## config.mk

```make
export PLATFORM = sky130hd
export DESIGN_NAME = exec_ctrl
export DESIGN_NICKNAME = d
export VERILOG_FILES = /design/src/rtl/exec_ctrl.sv
export SDC_FILE = /design/constraint.sdc
export NUM_CORES = 1
export LEC_CHECK = 0
export ABC_AREA = 1
export CAP_MARGIN = 20
export CELL_PAD_IN_SITES_DETAIL_PLACEMENT = 0
export CELL_PAD_IN_SITES_GLOBAL_PLACEMENT = 1
export CORE_MARGIN = 5
export CORE_UTILIZATION = 33
export CTS_BUF_LIST = sky130_fd_sc_hd__clkbuf_16
export DETAILED_ROUTE_END_ITERATION = 8
export PLACE_DENSITY_LB_ADDON = 0.1
export SKIP_CTS_REPAIR_TIMING = 1
export SLEW_MARGIN = 30
export SYNTH_ARGS = -nofsm -noshare
export SYNTH_HDL_FRONTEND = slang
export SYNTH_SLANG_ARGS = --single-unit
```

## constraint.sdc

```tcl
create_clock -name i_clk -period 7.4 [get_ports i_clk]
set_input_delay 1.48 -clock i_clk [delete_from_list [all_inputs] [get_ports i_clk]]
set_output_delay 1.48 -clock i_clk [all_outputs]
set_load 0.1 [all_outputs]
```

## src/rtl/exec_ctrl.sv

```systemverilog
// Four-state instruction sequencer: READ, EXEC, WB on a 6-bit signed register file.
// Define EXEC_CTRL_SAT_EN to saturate ADD/SUB/NEG results on overflow; without it they wrap.
module exec_ctrl #(
   parameter int DATA_W = 6
) (
   input  logic                     i_clk,
   input  logic                     i_rsn,
   input  logic                     i_valid,
   output logic                     o_ready,
   input  logic [2:0]               i_op,
   input  logic [3:0]               i_src0,
   input  logic [3:0]               i_src1,
   input  logic [3:0]               i_dst,
   output logic [3:0]               o_reg0,
   output logic [3:0]               o_reg1,
   input  logic signed [DATA_W-1:0] i_data0,
   input  logic signed [DATA_W-1:0] i_data1,
   output logic [3:0]               o_reg2,
   output logic signed [DATA_W-1:0] o_data2,
   output logic                     o_done,
   output logic                     o_ovf
);

   typedef enum logic [1:0] {S_IDLE, S_READ, S_EXEC, S_WB} state_t;

   localparam logic [2:0] OP_ADD = 3'b000;
   localparam logic [2:0] OP_SUB = 3'b001;
   localparam logic [2:0] OP_AND = 3'b010;
   localparam logic [2:0] OP_OR  = 3'b011;
   localparam logic [2:0] OP_XOR = 3'b100;
   localparam logic [2:0] OP_NEG = 3'b101;
   localparam logic [2:0] OP_MOV = 3'b110;
   localparam logic [2:0] OP_NOP = 3'b111;

   localparam logic signed [DATA_W-1:0] MAX_V = {1'b0, {(DATA_W-1){1'b1}}};
   localparam logic signed [DATA_W-1:0] MIN_V = {1'b1, {(DATA_W-1){1'b0}}};

   // Overflow shows up as disagreement between the two top bits of the widened result.
   function automatic logic signed [DATA_W-1:0] fit(input logic signed [DATA_W:0] wide);
`ifdef EXEC_CTRL_SAT_EN
      if (wide[DATA_W] != wide[DATA_W-1])
         fit = wide[DATA_W] ? MIN_V : MAX_V;
      else
         fit = wide[DATA_W-1:0];
`else
      fit = wide[DATA_W-1:0];
`endif
   endfunction

   state_t r_state, w_next;

   logic [2:0]               r_op_p0;
   logic [3:0]               r_src0_p0, r_src1_p0, r_dst_p0;
   logic signed [DATA_W-1:0] r_a_p1, r_b_p1;
   logic signed [DATA_W-1:0] r_res_p2;
   logic                     r_ovf_p2;

   logic signed [DATA_W:0]   w_ax, w_bx, w_wide;
   logic signed [DATA_W-1:0] w_res;
   logic                     w_arith, w_ovf, w_wr_en;

   always_ff @(posedge i_clk or negedge i_rsn) begin
      if (!i_rsn) r_state <= S_IDLE;
      else        r_state <= w_next;
   end

   always_comb begin
      w_next = r_state;
      case (r_state)
         S_IDLE:  if (i_valid) w_next = S_READ;
         S_READ:  w_next = S_EXEC;
         S_EXEC:  w_next = S_WB;
         default: w_next = S_IDLE;
      endcase
   end

   // Accept: latch the instruction fields
   always_ff @(posedge i_clk or negedge i_rsn) begin
      if (!i_rsn) begin
         r_op_p0   <= OP_NOP;
         r_src0_p0 <= '0;
         r_src1_p0 <= '0;
         r_dst_p0  <= '0;
      end else if (r_state == S_IDLE && i_valid) begin
         r_op_p0   <= i_op;
         r_src0_p0 <= i_src0;
         r_src1_p0 <= i_src1;
         r_dst_p0  <= i_dst;
      end
   end

   // READ -> EXEC: capture operands
   always_ff @(posedge i_clk or negedge i_rsn) begin
      if (!i_rsn) begin
         r_a_p1 <= '0;
         r_b_p1 <= '0;
      end else if (r_state == S_READ) begin
         r_a_p1 <= i_data0;
         r_b_p1 <= i_data1;
      end
   end

   always_comb begin
      w_ax    = {r_a_p1[DATA_W-1], r_a_p1};
      w_bx    = {r_b_p1[DATA_W-1], r_b_p1};
      w_wide  = '0;
      w_arith = 1'b0;
      w_res   = '0;
      case (r_op_p0)
         OP_ADD:  begin w_wide = w_ax + w_bx; w_arith = 1'b1; end
         OP_SUB:  begin w_wide = w_ax - w_bx; w_arith = 1'b1; end
         OP_NEG:  begin w_wide = -w_ax;       w_arith = 1'b1; end
         OP_AND:  w_res = r_a_p1 & r_b_p1;
         OP_OR:   w_res = r_a_p1 | r_b_p1;
         OP_XOR:  w_res = r_a_p1 ^ r_b_p1;
         OP_MOV:  w_res = r_a_p1;
         default: w_res = '0;
      endcase
      w_ovf = w_arith && (w_wide[DATA_W] != w_wide[DATA_W-1]);
      if (w_arith) w_res = fit(w_wide);
   end

   // EXEC -> WB: register result and overflow
   always_ff @(posedge i_clk or negedge i_rsn) begin
      if (!i_rsn) begin
         r_res_p2 <= '0;
         r_ovf_p2 <= 1'b0;
      end else if (r_state == S_EXEC) begin
         r_res_p2 <= w_res;
         r_ovf_p2 <= w_ovf;
      end
   end

   // Only R1..R11 are writable; NOP never writes.
   assign w_wr_en = (r_dst_p0 != 4'd0) && (r_dst_p0 <= 4'd11) && (r_op_p0 != OP_NOP);

   assign o_ready = (r_state == S_IDLE);
   assign o_reg0  = (r_state == S_READ) ? r_src0_p0 : 4'd0;
   assign o_reg1  = (r_state == S_READ) ? r_src1_p0 : 4'd0;
   assign o_reg2  = (r_state == S_WB && w_wr_en) ? r_dst_p0 : 4'd0;
   assign o_data2 = (r_state == S_WB) ? r_res_p2 : '0;
   assign o_done  = (r_state == S_WB);
   assign o_ovf   = r_ovf_p2;

endmodule
```

### Word level (Yosys, flattened, before mapping)

Index checks and enable logic that the tools add are counted.

* output and inout bits: 21
* bits in registers: 36
* bits of input ports: 30
* word-level logic and storage cells: 47

* add/sub/neg operators: 3
* bitwise gates (word level): 3
* mux-type cells: 10
* order comparisons: 1
* reductions and logical operators: 9
* equal/unequal tests: 12

Operators with widths (number)
* 6-bit one-hot mux with 4 select lines: 1
* 7-bit one-hot mux with 3 select lines: 1
* 4-bit two-way mux: 3
* 6-bit two-way mux: 2
* 3-bit == test, second input constant: 3
* 6-bit by 6-bit adder with 7-bit output: 1
* 6-bit negator with 7-bit output: 1
* 6-bit by 6-bit subtractor with 7-bit output: 1
* 6-bit AND: 1
* 3-bit by 2-bit == test with 1-bit output, second input constant: 2
* 6-bit OR: 1
* 2-bit one-hot mux with 3 select lines: 1
* 6-bit XOR: 1
* 1-bit logical AND: 5
* 2-bit == test, second input constant: 2
* 4-bit <= comparator, second input constant: 1
* 4-bit nonzero test: 1
* 3-bit by 1-bit == test with 1-bit output, second input constant: 1
* 3-bit logical NOT: 1
* 3-bit != test, second input constant: 1
* 3-bit OR reduction: 1
* 2-bit by 1-bit == test with 1-bit output, second input constant: 1
* 2-bit logical NOT: 1
* 2-bit two-way mux: 1
* 3 further kinds: 3

### Longest topological paths before layout

* depth in word-level cells: 5
* gate-level depth with buffers: 18
* mapped depth without buffers: 18

### Least setup slack after synthesis

No wires, ideal clock.

* kind: reg2out
* from: register r_state[0]
* to: output o_reg2[0]
* required time: 5920 ps
* buffers on the path: 0
* cell stages (with the launch flop): 4
* arrival: 2914 ps
* slack: 3006 ps
* cells stage by stage: dfrtp_1 -> ha_1 -> o2111ai_1 -> nor2_1

* cells in the longest elaborated chain, start to end: 3

Ends and longest elaborated chain
* start, declared: RTL line 50 `state_t r_state, w_next;`
* start signal, assigned: RTL line 64 `else r_state <= w_next;`
* 2-bit == test
* net o_done: RTL line 20 `output logic o_done,`
* 1-bit logical AND: RTL line 140 `assign o_reg2 = (r_state == S_WB && w_wr_en) ? r_dst_p0 : 4'd0;`
* 4-bit two-way mux: RTL line 140
* end, declared: RTL line 18 `output logic [3:0] o_reg2,`

The timed path passes the listed nets, and every way through them passes these cells.

### Final worst setup path

* from: register r_state[1]
* to: output o_reg1[0]

* cells in the longest elaborated chain, start to end: 2

Ends and longest elaborated chain
* 2-bit by 1-bit == test with 1-bit output: RTL line 139 `assign o_reg1 = (r_state == S_READ) ? r_src1_p0 : 4'd0;`
* 4-bit two-way mux: RTL line 139
* end, declared: RTL line 15 `output logic [3:0] o_reg1,`

No other way between the ends.

==> summary.md <==
| Metric | Value |
|---|---|
| Register area | 905 sq um |
| # diodes | 0 |
| CP startpoint kind | flop |
| Final Util | 0.446 |
| Number of DRC markers in iteration 0 | 100 |
| Post-DP HPWL | 4.75 mm |
| Largest net degree at the start of global routing | 37 |
| CTS buffer count | 5 |
| Via count | 2128 |
| Final non-filler cell total | 468 |
| Max-Cap Viols | 0 |
| Placed Instances | 460 |
| Rel. slew slack | 0.349 |
| DRC viols | 0 |
| Sequential element share of the synthesized area | 0.367 |
| RSZ-0062 raised after global routing | no |
| Final nets | 423 |
| Initial antenna violation count | 0 |
| Finish-stage setup viols | 0 |
| Hold_sp | o_ovf |
| Rows | 31 |
| Initial core utilization | 0.340 |
| Reg2Reg Depth | 15 |
| Final instance area | 3240 sq um |
| Fillers | 787 |
| Die Ht | 96.4 microns |
| Syn avg cell area | 7.80 sq um |
| Multi-input logic area | 1310 sq um |
| Max Slew Vio Count | 0 |
| Post-DRT Antenna Nets | 0 |
| Die footprint | approximately 9300 sq um |
| Endpoints failing hold | 0 |
| Ys async rst share | 1.00 |
| Synthesized area | around 2500 sq um |
| Clock-pin slew on the worst setup and hold paths | 0.06 ns |
| WHS Endpoint | o_ovf |
| Worst clock skew | 0.00507 ns |
| Worst skew pair latency | 0.28 ns |
| Post-synth EDFFs | 0 |
| Worst r2r dst | o_ovf |
| Hold depth | 2 |
| H-tree lvl count | 2 |
| Number of global-route vias before repair | 2071 |
| Status | finished clean |
| Setup CP Type | reg -> out |
| R2r startpoint | r_op_p0[1] |
| Wire length per cell | 12.7 microns |
| Area Growth Syn to Fin | 31.2% |
| CTS tree | built |
| TritonRoute pass-1 iters | 5 |
| Max FO, Critical Path | 32 |
| Slew @ Worst Pin | just under 1 ns |
| Vias per inst | 4.55 |
| Total Wirelength | 5.93 mm |
| Yosys reg bits | 36 |
| R2R Setup Slk | 4.71 ns |
| Placement Cell Area | between 3000 and 4000 sq um |
| Worst Path Required | 5.92 ns |
| First-pass GRT wire length | 9.89 mm |
| Clk root buf | clkbuf_16 |
| I/O Pins | 51 |
| TritonCTS Sinks | 36 |
| Clock buffer depth | 2 |
| Layout cells sized above 1 | 0.0867 |
| Worst path arrival time | approximately 2.6 ns |
| Post-synth top flop | dfrtp_1 |
| Fin crit share | 0.552 |
| IO Port Bufs | 50 |
| Crit path capture type | output pin |
| Gpl congestion | 0.812 |
| YS warnings | 0 |
| Syn nets | 371 |
| Total track usage | 0.138 |
| Remaining global-route overflow | 0 |
| FMAX | 245 MHz |
| Post-synthesis cell count | approximately 320 |
| Final setup TNS | 0 ns |
| Minimum clock period | 4.09 ns |
| CORE AREA | 7250 sq um |
| Cell variety after synth | 31 |
| Die Wd | about 96 microns |
| HP Class | reg -> reg |
layout by cell type (no fill, tap or decap), types with 8 or more instances in the layout:
master	netlist	final
o21ai_0	22	22
inv_1	59	59
nand2_1	53	53
ha_1	24	23
a21oi_1	18	18
mux2_2	8	8
clkdlybuf4s50_1	0	49
nor2_1	24	24
dfrtp_1	33	33
nand3_1	20	20
o22ai_1	10	10
through the flow:
| step | setup slack (ns) | hold slack (ns) |
|---|---|---|
| 6_report | 3.31 | 0.475 |
| 5_1_grt | 3.13 | 0.524 |
| 4_1_cts | 2.95 | 0.481 |
| 3_5_place_dp | 3.25 | 0.466 |
| 3_3_place_gp | 3.32 | 0.464 |
| 2_1_floorplan | 3.01 | 0.453 |
synthesized netlist by cell type, types with 2 or more instances:
library cell  instances  area share
ha_1                 24        0.12
nand2_4               2      0.0091
a31oi_1               5       0.013
or2_2                 4       0.010
inv_1                59       0.090
nand3_2               2      0.0081
nor2_1               24       0.037
clkinv_1              2      0.0030
o21ai_0              22       0.045
xor2_1                5       0.018
a21oi_1              18       0.037
nor3_1                3      0.0061
clkbuf_1              3      0.0046
nand4_1               5       0.013
o22ai_1              10       0.025
dfstp_2               3       0.032
nand2_1              53       0.081
nand3_1              20       0.041
dfrtp_1              33        0.33
mux2_2                8       0.037
worst max-delay path, stage by stage, from the launching register on:
cell             delay (ns)
dfrtp_1                0.40
inv_1                  0.11
ha_2                   0.52
nand2_1                0.10
inv_1                  0.07
clkdlybuf4s50_1        1.12
final cells by class:
class	count	area share
sequential	36	0.280
clock inverter	3	0.0131
tap	99	0.0383
multi-input combinational	213	0.404
timing repair buffer	50	0.153
clock buffer	5	0.0387
inverter	62	0.0727
how the worst max path moves through the flow:
| stage | from | cells after the start | to |
|---|---|---|---|
| 6_report | r_state[1] | 5 | o_reg1[0] |
| 3_3_place_gp | r_state[1] | 5 | o_reg1[3] |
| 2_1_floorplan | r_state[0] | 3 | o_reg2[0] |
| 3_5_place_dp | r_state[1] | 5 | o_reg1[3] |
| 4_1_cts | r_state[1] | 5 | o_reg1[0] |
| 5_1_grt | r_state[1] | 5 | o_reg1[0] |
sequential cells by signal, summed over array words and instances, names as in the netlist:
register   flops
o_ovf          1
r_a_p1         6
r_b_p1         6
r_dst_p0       4
r_op_p0        3
r_res_p2       6
r_src0_p0      4
r_src1_p0      4
r_state        2
cells by family (layout without fill, tap and decap cells):
| logic type | Yosys count | count (layout) | synth area share |
|---|---|---|---|
| adder cells (fa/ha/maj) | 25 | 25 | 0.130 |
| buffers and inverters | 67 | 120 | 0.103 |
| multiplexers | 8 | 8 | 0.0365 |
| AND/OR/NAND/NOR | 116 | 116 | 0.214 |
| flip-flops | 36 | 36 | 0.367 |
| AO/OA/AOI/OAI | 59 | 59 | 0.132 |
| XOR/XNOR | 5 | 5 | 0.0178 |
metal layers:
layer / global-route usage / vias to the layer above / part of all wire
met5: 0 / - / 0
met4: 0.0350 / 0 / 0.0052
met3: 0.0263 / 2 / 0.042
met2: 0.210 / 45 / 0.44
met1: 0.200 / 954 / 0.52
li1: - / 1127 / -
Power is not shown: default switching activity piles up to over one toggle a cycle in this logic, so the estimate is an artifact.
